File: src/rtl/instr_sequencer.sv
// instr_sequencer: fetches ROM instructions and issues each one to the controller over the start/waiting handshake
module instr_sequencer #(
    parameter int ADDR_W  = 8,
    parameter int TIMEOUT = 15
) (
    input  logic              clk,
    input  logic              rst_n,
    input  logic              run_i,
    input  logic [ADDR_W-1:0] last_addr_i,
    output logic [ADDR_W-1:0] imem_addr_o,
    input  logic [15:0]       imem_rdata_i,
    output logic [15:0]       instr_o,
    output logic              start_o,
    input  logic              waiting_i,
    output logic              busy_o,
    output logic              done_o,
    output logic              error_o,
    output logic [15:0]       issued_count_o
);
    localparam int TW = $clog2(TIMEOUT + 1);
    typedef enum logic [3:0] {IDLE, FETCH, LATCH, ISSUE, ACK, EXEC, ADVANCE, DONE, ERROR} state_t;
    state_t            state_q, state_d;
    logic [ADDR_W-1:0] pc_q, pc_d;
    logic [15:0]       instr_q, instr_d, issued_q, issued_d;
    logic              start_q, start_d, busy_q, busy_d, done_q, done_d, error_q, error_d;
    logic [TW-1:0]     to_q, to_d;
    logic              to_hit;
    assign to_hit         = to_q == TW'(TIMEOUT - 1);
    assign imem_addr_o    = pc_q;
    assign instr_o        = instr_q;
    assign start_o        = start_q;
    assign busy_o         = busy_q;
    assign done_o         = done_q;
    assign error_o        = error_q;
    assign issued_count_o = issued_q;
    // Next state and next registered outputs; start is scheduled one cycle ahead so the pulse lands inside ISSUE
    always_comb begin
        state_d  = state_q;
        pc_d     = pc_q;
        instr_d  = instr_q;
        issued_d = issued_q;
        start_d  = 1'b0;
        done_d   = done_q;
        error_d  = error_q;
        to_d     = to_q;
        case (state_q)
            IDLE, DONE, ERROR: if (run_i) begin
                state_d  = FETCH;
                pc_d     = '0;
                done_d   = 1'b0;
                error_d  = 1'b0;
                issued_d = '0;
            end
            FETCH: state_d = LATCH;
            LATCH: begin
                instr_d = imem_rdata_i;
                if (imem_rdata_i[15:13] == 3'b111) begin
                    state_d = DONE;
                    done_d  = 1'b1;
                end else begin
                    state_d = ISSUE;
                    start_d = waiting_i;
                    to_d    = '0;
                end
            end
            ISSUE: if (start_q) begin
                state_d = ACK;
                to_d    = '0;
            end else if (to_hit) begin
                state_d = ERROR;
                error_d = 1'b1;
            end else begin
                start_d = waiting_i;
                to_d    = to_q + TW'(1);
            end
            ACK: if (!waiting_i) begin
                state_d = EXEC;
                to_d    = '0;
            end else if (to_hit) begin
                state_d = ERROR;
                error_d = 1'b1;
            end else begin
                to_d = to_q + TW'(1);
            end
            EXEC: if (waiting_i) begin
                state_d = ADVANCE;
            end else if (to_hit) begin
                state_d = ERROR;
                error_d = 1'b1;
            end else begin
                to_d = to_q + TW'(1);
            end
            ADVANCE: begin
                issued_d = (&issued_q) ? issued_q : issued_q + 16'd1;
                if (pc_q == last_addr_i || &pc_q) begin
                    state_d = DONE;
                    done_d  = 1'b1;
                end else begin
                    state_d = FETCH;
                    pc_d    = pc_q + ADDR_W'(1);
                end
            end
            default: begin
                state_d  = IDLE;
                pc_d     = '0;
                instr_d  = '0;
                issued_d = '0;
                done_d   = 1'b0;
                error_d  = 1'b0;
                to_d     = '0;
            end
        endcase
        busy_d = !(state_d inside {IDLE, DONE, ERROR});
    end
    // State and output registers with synchronous active-low reset
    always_ff @(posedge clk) begin
        if (!rst_n) begin
            state_q  <= IDLE;
            pc_q     <= '0;
            instr_q  <= '0;
            issued_q <= '0;
            start_q  <= 1'b0;
            busy_q   <= 1'b0;
            done_q   <= 1'b0;
            error_q  <= 1'b0;
            to_q     <= '0;
        end else begin
            state_q  <= state_d;
            pc_q     <= pc_d;
            instr_q  <= instr_d;
            issued_q <= issued_d;
            start_q  <= start_d;
            busy_q   <= busy_d;
            done_q   <= done_d;
            error_q  <= error_d;
            to_q     <= to_d;
        end
    end
endmodule

File: config.mk
export PLATFORM = sky130hd
export DESIGN_NAME = instr_sequencer
export DESIGN_NICKNAME = d
export VERILOG_FILES = /design/src/rtl/instr_sequencer.sv
export SDC_FILE = /design/constraint.sdc
export NUM_CORES = 1
export LEC_CHECK = 0
export CORE_UTILIZATION = 41
export CTS_CLUSTER_DIAMETER = 100
export DETAILED_ROUTE_END_ITERATION = 16
export PLACE_DENSITY = 0.69
export SLEW_MARGIN = 15
export SYNTH_ARGS = -nofsm -noshare
export SYNTH_HDL_FRONTEND = slang
export SYNTH_SLANG_ARGS = --single-unit
export TNS_END_PERCENT = 10
File: constraint.sdc
create_clock -name clk -period 4 [get_ports clk]
set_clock_uncertainty 0.2 [all_clocks]
set_input_delay 0.6 -clock clk [delete_from_list [all_inputs] [get_ports clk]]
set_output_delay 0.6 -clock clk [all_outputs]
set_load 0.01 [all_outputs]
==> results of run 1 <==
==> critical path: stages (launching register included) <==
cell and delay, ps:
dfxtp_1 720, nor2b_1 220, o31ai_4 540, nand3_2 230, or4_1 520, a21oi_1 150
==> routing by layer <==
| layer | vias up | track usage |
|---|---|---|
| li1 | 1403 | - |
| met1 | 1303 | 0.284 |
| met2 | 87 | 0.315 |
| met3 | 5 | 0.0496 |
| met4 | 0 | 0.0416 |
| met5 | - | 0 |
==> flip-flops by register name (all words and copies together), names as in the netlist <==
register and flops:
done_o 1, start_o 1, instr_o 16, busy_o 1
issued_count_o 16, state_q 4, imem_addr_o 8, error_o 1
to_q 4
==> synth_stat cells, types with 8 or more instances <==
cell	instances	area [um2]
o31ai_1	10	75.1
nand2_1	31	116
or4_1	10	75.1
a22oi_1	16	120
a21oi_1	28	140
xor2_1	8	70.1
mux2i_1	9	90.1
nand3_1	14	70.1
nor2_1	26	97.6
and3_1	8	50.1
dfxtp_1	52	1040
inv_1	9	33.8
clkbuf_1	15	56.3
nand2b_1	10	62.6
==> worst min-delay path by stage <==
stage,from,to,depth (start not counted)
floorplan,to_q[1],to_q[1],2
global placement,error_o,error_o,2
detailed placement,error_o,error_o,2
CTS,error_o,error_o,2
global route,issued_count_o[8],issued_count_o[8],2
finish,error_o,error_o,2
==> power by group through the flow <==
stage	clock, mW	combinational (mW)	sequential [mW]
after floorplan	0	0.127	0.561
after global placement	0	0.203	0.567
after detailed placement	0	0.205	0.568
after CTS	0.430	0.206	0.557
after global routing	0.447	0.226	0.560
final	0.422	0.206	0.557
==> cell families (layout without fill, tap and decap cells) <==
kind of cell / after synthesis / in the layout / share of synthesized area
flip-flops: 52 / 52 / 0.370
AO/OA/AOI/OAI: 100 / 100 / 0.249
buffers and inverters: 27 / 91 / 0.0369
adder cells (fa/ha/maj): 4 / 4 / 0.0178
AND/OR/NAND/NOR: 139 / 139 / 0.270
XOR/XNOR: 8 / 8 / 0.0249
multiplexers: 9 / 9 / 0.0320
==> cells in the final DEF, fill, tap and decap left out, types with 3 or more instances in the layout <==
cell             synthesis  layout
a211oi_1                 7       7
a21oi_1                 28      28
a22oi_1                 16      16
a31oi_1                  4       4
and3_1                   8       8
buf_4                    0       4
clkbuf_8                 0       5
clkdlybuf4s50_1          0      71
dfxtp_1                 52      52
ha_1                     4       4
inv_1                    9       9
mux2i_1                  9       9
nand2_1                 31      31
nand2b_1                10      10
nand3_1                 14      14
nand3b_1                 3       3
nand4_1                  7       7
nor2_1                  26      26
nor2b_1                  3       3
nor3_1                   6       6
nor4_1                   4       4
o21a_1                   4       4
o21ai_0                  7       7
o221ai_1                 4       4
o31ai_1                 10      10
or2_2                    3       3
or4_1                   10      10
xor2_1                   8       8
==> layout make-up <==
type                    count  area [um2]  area share
multi-input cells         260        1670       0.450
clock buffers               5        68.8      0.0185
repair buffers             75         741       0.200
well taps                  77        96.3      0.0260
inverters                   9        33.8     0.00910
flip-flops and latches     52        1040       0.280
clock inverters             2        60.1      0.0162
==> qor.txt, run 1 <==
Clock Power Share: 0.356
Slew Limit Fails: 0
Reg2reg setup slack: 1350 ps
Worst EP required: 4030 ps
Clock Pin Slew Worst Setup and Hold Paths: 100 ps
Largest net degree at the start of global routing: 24
H-tree levels: 2
Row count: 29
Initial antenna violation count: 0
Crit share post-route: 0.663
Fmax: 0.377 GHz
Met1 Wirelength: 3.47 mm
Crit path to: issued_count_o[8]
Worst-margin pin slew: 1100 ps
Starting density of the core: 0.434
Pwr per Cell Area: 319 mW/mm2
Placed cell areas: 0.00358 mm2
Clk_lat worst skew: 300 ps
Area Overhead vs Synth: 31.8%
Synth Flop Type: dfxtp_1
Post-CTS setup repair buffer count: 0
Resize count post-CTS: 0
Final TNS setup: 0 ps
RSZ-0062 raised after global routing: no
Final Wtd Congestion: 0.809
Total net switching power: 0.307 mW
Gr ovfl total: 0
Final core utilization: 0.572
Crit path arrival time: 2680 ps
Io pins: 72
Synthesized cell area: 0.00282 mm2
First-pass detailed-route iteration total: 11
First-pass GRT wire length: 11.9 mm
1st-iter DRT viols: 239
# fillers: 581
Total power: 1.19 mW
Peak supply drop: 0.000190 V
Clock Sinks: 52
CP startpoint: state_q[1]
Antenna cells: 0
Post-Syn Instances: 339
WHS: 279 ps
Worst-path fanout max: 20
Layout cells sized above 1: 0.0496
Switching part of the total: 0.259
Post-Place Cells: 473
Syn Nets: 371
Pint: 0.879 mW
Status: finished, violations left
Final nets: 435
Asr flop ratio synth: 0
Sequential share of the synthesized area: 0.370
Post-Place Worst Slack: 1070 ps
PortBufs: 71
R2r startpoint: state_q[1]
R2R depth: 5
ANT nets after route: 0
Routed Wire Length: 7.24 mm
Post-DP HPWL: 5.11 mm
Max-slew headroom: 0.268
CTS Buf Count: 5
Hold Vio Cnt, Final: 0
GR Util All Layers: 0.201
Core box area: 0.00649 mm2
Share of total power in sequential cells: 0.470
Routed wl met3: 500 um
Clock root cell: clkbuf_8
Failing checks: DRC
Type of origin of the critical path: flop
Vias in the first global route: 2,476
Setup Viol. Count Final: 0
Finished Layout Cells: 480
Crit end category: flop
Vias per cell: 5.83
Distinct cells, synth: 58
Post-synth EDFFs: 0
Total of max-cap violations: 0
Hold buffers post-CTS: 0
Synthesized area per cell: 8.31 um2
Detailed-route via count: 2,798
P_leak: 1.28 nW
Kind of critical path: reg2reg
Die Ht: 84.9 um
Die area: 0.00720 mm2
Drt wl/cell: 15.1 um
Hold Path Class: reg2reg
Minimum clock period: 2650 ps
FF-to-FF End: issued_count_o[8]
Yosys Warn Count: 0
Clk buf depth: 2
Final Instance Area: 0.00371 mm2
Comb pwr share: 0.174
Top Layer Used: met4
Final setup margin: 1350 ps
Routed wl met2: 3.21 mm
CTS tree: yes
Yosys reg bits: 52
DRC: 5
Die Width: 84.9 um
Power figures use the tool's default switching activity.
==> run 2: changes to the inputs <==
--- a/config.mk
+++ b/config.mk
@@ -8,7 +8,7 @@
 export CORE_UTILIZATION = 41
 export CTS_CLUSTER_DIAMETER = 100
 export DETAILED_ROUTE_END_ITERATION = 16
-export PLACE_DENSITY = 0.69
+export PLACE_DENSITY = 0.72
 export SLEW_MARGIN = 15
 export SYNTH_ARGS = -nofsm -noshare
 export SYNTH_HDL_FRONTEND = slang
==> constraint.sdc (replaced) <==
create_clock -name clk -period 2.4 [get_ports clk]
set_clock_uncertainty 0.2 [all_clocks]
set_input_delay 0.36 -clock clk [delete_from_list [all_inputs] [get_ports clk]]
set_output_delay 0.36 -clock clk [all_outputs]
set_load 0.01 [all_outputs]
==> qor.txt, run 2 (synthesized netlist as in run 1, its figures left out) <==
Status: finished, violations left
Failing checks: DRC
Total of max-cap violations: 0
Clock Sinks: 52
Reg2reg setup slack: 160 ps
Layout cells sized above 1: 0.105
Worst-margin pin slew: 518 ps
Type of origin of the critical path: flop
CP startpoint: state_q[2]
Placed cell areas: 0.00378 mm2
H-tree levels: 2
ANT nets after route: 0
Post-DP HPWL: 5.31 mm
R2R depth: 6
Commonest cells after routing, fill and taps aside: clkdlybuf4s50_1 (71), dfxtp_1 (52), nand2_1 (31), a21oi_1 (28), buf_4 (27)
Routed Wire Length: 7.17 mm
Crit end category: flop
WHS: 288 ps
Post-CTS setup repair buffer count: 0
Slew Limit Fails: 0
Peak supply drop: 0.000264 V
Die Ht: 84.9 um
Final Wtd Congestion: 0.859
Area Overhead vs Synth: 38.2%
Die Width: 84.9 um
Hold Vio Cnt, Final: 0
Post-Place Cells: 497
Final nets: 459
Pint: 1.40 mW
R2r startpoint: state_q[2]
Vias per cell: 5.73
Antenna cells: 0
FF-to-FF End: issued_count_o[12]
Hold wc startpoint: error_o
P_leak: 1.39 nW
Hold Path End: error_o
Drt wl/cell: 14.2 um
Comb pwr share: 0.205
DRC: 4
CTS Buf Count: 5
Starting density of the core: 0.434
Max-slew headroom: 0.654
Kind of critical path: reg2reg
Vias in the first global route: 2,582
Hold buffers post-CTS: 0
Initial antenna violation count: 0
Clock root cell: clkbuf_8
First-pass GRT wire length: 12.0 mm
Total net switching power: 0.539 mW
Die area: 0.00720 mm2
GR Util All Layers: 0.203
# fillers: 585
First-pass detailed-route iteration total: 13
Worst EP required: 2440 ps
Most common cell after layout, fill and taps aside: clkdlybuf4s50_1
Row count: 29
Pwr per Cell Area: 499 mW/mm2
Clk buf depth: 2
Share of total power in sequential cells: 0.469
Fmax: 0.447 GHz
Final Instance Area: 0.00389 mm2
Core box area: 0.00649 mm2
Worst-path fanout max: 11
Switching part of the total: 0.277
Clock Power Share: 0.325
PortBufs: 71
Depth of the worst hold-timing path: 2
Crit share post-route: 0.933
Detailed-route via count: 2,894
Io pins: 72
Clk_lat worst skew: 310 ps
Gr ovfl total: 0
Largest net degree at the start of global routing: 20
RSZ-0062 raised after global routing: no
Setup Viol. Count Final: 0
1st-iter DRT viols: 236
Hold Path Class: reg2reg
Final TNS setup: 0 ps
CTS tree: yes
Crit path arrival time: 2280 ps
Minimum clock period: 2240 ps
Clock Pin Slew Worst Setup and Hold Paths: 110 ps
Finished Layout Cells: 505
Resize count post-CTS: 0
-- run 2: worst max-delay path by stage --
stage                         endpoint  slack, ps  cells past startpoint
detailed placement  issued_count_o[14]         10                      7
finish              issued_count_o[12]        160                      6
CTS                 issued_count_o[12]        160                      6
floorplan           issued_count_o[14]        370                      5
global route        issued_count_o[12]         40                      6
global placement    issued_count_o[14]         30                      7
-- run 2: per-stage QoR --
step	setup WS, ps	util	total power, mW
3_5_place_dp	10.6	0.581	1.33
5_1_grt	38.5	0.599	2.04
3_3_place_gp	28.1	0.581	1.33
4_1_cts	160	0.599	1.96
2_1_floorplan	370	-	1.15
6_report	161	0.599	1.94
-- run 2: power by group through the flow --
stage                     sequential [mW]  combinational [mW]  clock (mW)
after floorplan                     0.934               0.211           0
after global placement              0.931               0.395           0
after detailed placement            0.931               0.399           0
after CTS                           0.911               0.401       0.647
after global routing                0.916               0.440       0.683
final                               0.912               0.399       0.632
-- run 2: final cells by class --
type	instances	area, um2	area share
Clock buffer	5	68.8	0.0177
Timing Repair Buffer	99	933	0.240
Inverter	9	33.8	0.00868
Sequential cell	52	1040	0.268
Tap cell	77	96.3	0.0248
Clock inverter	3	46.3	0.0119
Multi-Input combinational cell	260	1670	0.430
-- run 2: routing by layer --
| metal | track usage | part of all wire | up-vias |
|---|---|---|---|
| met5 | 0 | 0 | - |
| met1 | 0.283 | 0.48 | 1332 |
| met3 | 0.0409 | 0.058 | 5 |
| li1 | - | - | 1458 |
| met4 | 0.0493 | 0.0056 | 0 |
| met2 | 0.325 | 0.46 | 99 |
-- run 2: worst max-delay path: stages (launching register included) --
cell and delay (ps):
dfxtp_1 460, nor2b_1 250, o31ai_4 250, buf_4 210
nand3_2 130, or4_1 480, a21oi_1 180
==> run 3: changes to the inputs <==
--- a/config.mk
+++ b/config.mk
@@ -5,10 +5,10 @@
 export SDC_FILE = /design/constraint.sdc
 export NUM_CORES = 1
 export LEC_CHECK = 0
-export CORE_UTILIZATION = 41
-export CTS_CLUSTER_DIAMETER = 100
+export CORE_UTILIZATION = 44
+export CTS_CLUSTER_DIAMETER = 60
 export DETAILED_ROUTE_END_ITERATION = 16
-export PLACE_DENSITY = 0.72
+export PLACE_DENSITY = 0.76
 export SLEW_MARGIN = 15
 export SYNTH_ARGS = -nofsm -noshare
 export SYNTH_HDL_FRONTEND = slang
==> qor.txt, run 3 (synthesized netlist as in run 1, its figures left out) <==
P_leak: 1.37 nW
ANT nets after route: 0
Clock Sinks: 52
Kind of critical path: reg2reg
Detailed-route via count: 2,906
First-pass GRT wire length: 12.1 mm
Status: finished clean
Crit share post-route: 0.927
Clock root cell: clkbuf_8
Hold Vio Cnt, Final: 0
Io pins: 72
Starting density of the core: 0.465
Share of total power in sequential cells: 0.507
CP max stage cell: dfxtp_1
Die Width: 82.0 um
Depth of the worst hold-timing path: 2
Type of origin of the critical path: flop
Clk buf depth: 2
Vias in the first global route: 2,637
Max-slew headroom: 0.648
R2R depth: 5
H-tree levels: 2
Layout cells sized above 1: 0.0965
Crit path arrival time: 2270 ps
Setup Viol. Count Final: 0
Switching part of the total: 0.285
Slowest stage delay, CP: 440 ps
Crit path max-delay family: simple AND/OR/NAND/NOR gates
Post-CTS setup repair buffer count: 0
Final TNS setup: 0 ps
Slew Limit Fails: 0
CTS tree: yes
Clock Power Share: 0.270
RSZ-0062 raised after global routing: no
First-pass detailed-route iteration total: 5
Antenna cells: 0
Total of max-cap violations: 0
Most common cell after layout, fill and taps aside: clkdlybuf4s50_1
PortBufs: 71
Die Ht: 82.0 um
Clock Pin Slew Worst Setup and Hold Paths: 90 ps
DRC: 0
Cells along the critical path: and4_1 > nand3_1 > or3b_1 > or4_1 > a21oi_1
Vias per cell: 5.81
Hold Path Class: reg2reg
Final Wtd Congestion: 0.858
Post-DP HPWL: 5.24 mm
Die area: 0.00672 mm2
Total net switching power: 0.512 mW
Core box area: 0.00606 mm2
Clk_lat worst skew: 310 ps
Worst-path fanout max: 7
Cell depth of the worst setup path: 5
Worst EP required: 2450 ps
CTS Buf Count: 5
Row count: 28
Minimum clock period: 2230 ps
Crit end category: flop
Commonest cells after routing, fill and taps aside: clkdlybuf4s50_1 (71), dfxtp_1 (52), nand2_1 (31), a21oi_1 (28), nor2_1 (26)
1st-iter DRT viols: 211
WHS: 294 ps
Pint: 1.29 mW
CP Buf/Inv Count: 0
Final nets: 457
Gr ovfl total: 0
GR Util All Layers: 0.231
Drt wl/cell: 14.6 um
Comb pwr share: 0.223
Routed Wire Length: 7.31 mm
Worst-margin pin slew: 527 ps
Pwr per Cell Area: 467 mW/mm2
Initial antenna violation count: 0
Peak supply drop: 0.000268 V
Largest net degree at the start of global routing: 23
Area Overhead vs Synth: 36.7%
Resize count post-CTS: 0
Fmax: 0.449 GHz
Final core utilization: 0.635
Hold buffers post-CTS: 0
run 3: final cells by class:
type	instances	area (um2)
timing repair buffer	97	931
clock buffer	6	72.6
sequential	52	1040
clock inverter	1	5.00
tap	75	93.8
fill	524	2210
multi-input combinational	260	1670
inverter	9	33.8
run 3: worst reg2reg max path, stage by stage, from the launching register on:
cell and delay, ps:
dfxtp_1 440, and4_1 320, nand3_1 220, or3b_1 430, or4_1 420, a21oi_1 150
run 3: path summary, 6_finish.rpt:
| path | startpoint | endpoint | slack [ps] |
|---|---|---|---|
| max | issued_count_o[5] | issued_count_o[14] | 170 |
| min | error_o | error_o | 290 |
| max reg2reg | issued_count_o[5] | issued_count_o[14] | 170 |
| min reg2reg | error_o | error_o | 290 |
run 3: metal layers:
| layer | global-route usage | wire length (um) | up-vias |
|---|---|---|---|
| met4 | 0.0719 | 127 | 0 |
| li1 | - | - | 1444 |
| met5 | 0 | 0 | - |
| met2 | 0.355 | 3280 | 115 |
| met3 | 0.0556 | 558 | 12 |
| met1 | 0.315 | 3350 | 1335 |
run 3: power groups by stage:
stage	Combinational, mW	Sequential (mW)	Clock, mW
2_1_floorplan	0.211	0.934	0
3_3_place_gp	0.389	0.931	0
3_5_place_dp	0.397	0.931	0
4_1_cts	0.399	0.912	0.502
5_1_grt	0.438	0.917	0.537
6_report	0.400	0.912	0.486
run 3: metrics by stage:
step | std cells | power [mW] | cell area (um2) | setup slack, ps
floorplan | 339 | 1.15 | 2820 | 370
global placement | 493 | 1.32 | 3770 | 19.7
detailed placement | 493 | 1.33 | 3770 | -7.41
CTS | 500 | 1.81 | 3850 | 216
global route | 500 | 1.89 | 3850 | 33.0
finish | 500 | 1.80 | 3850 | 174
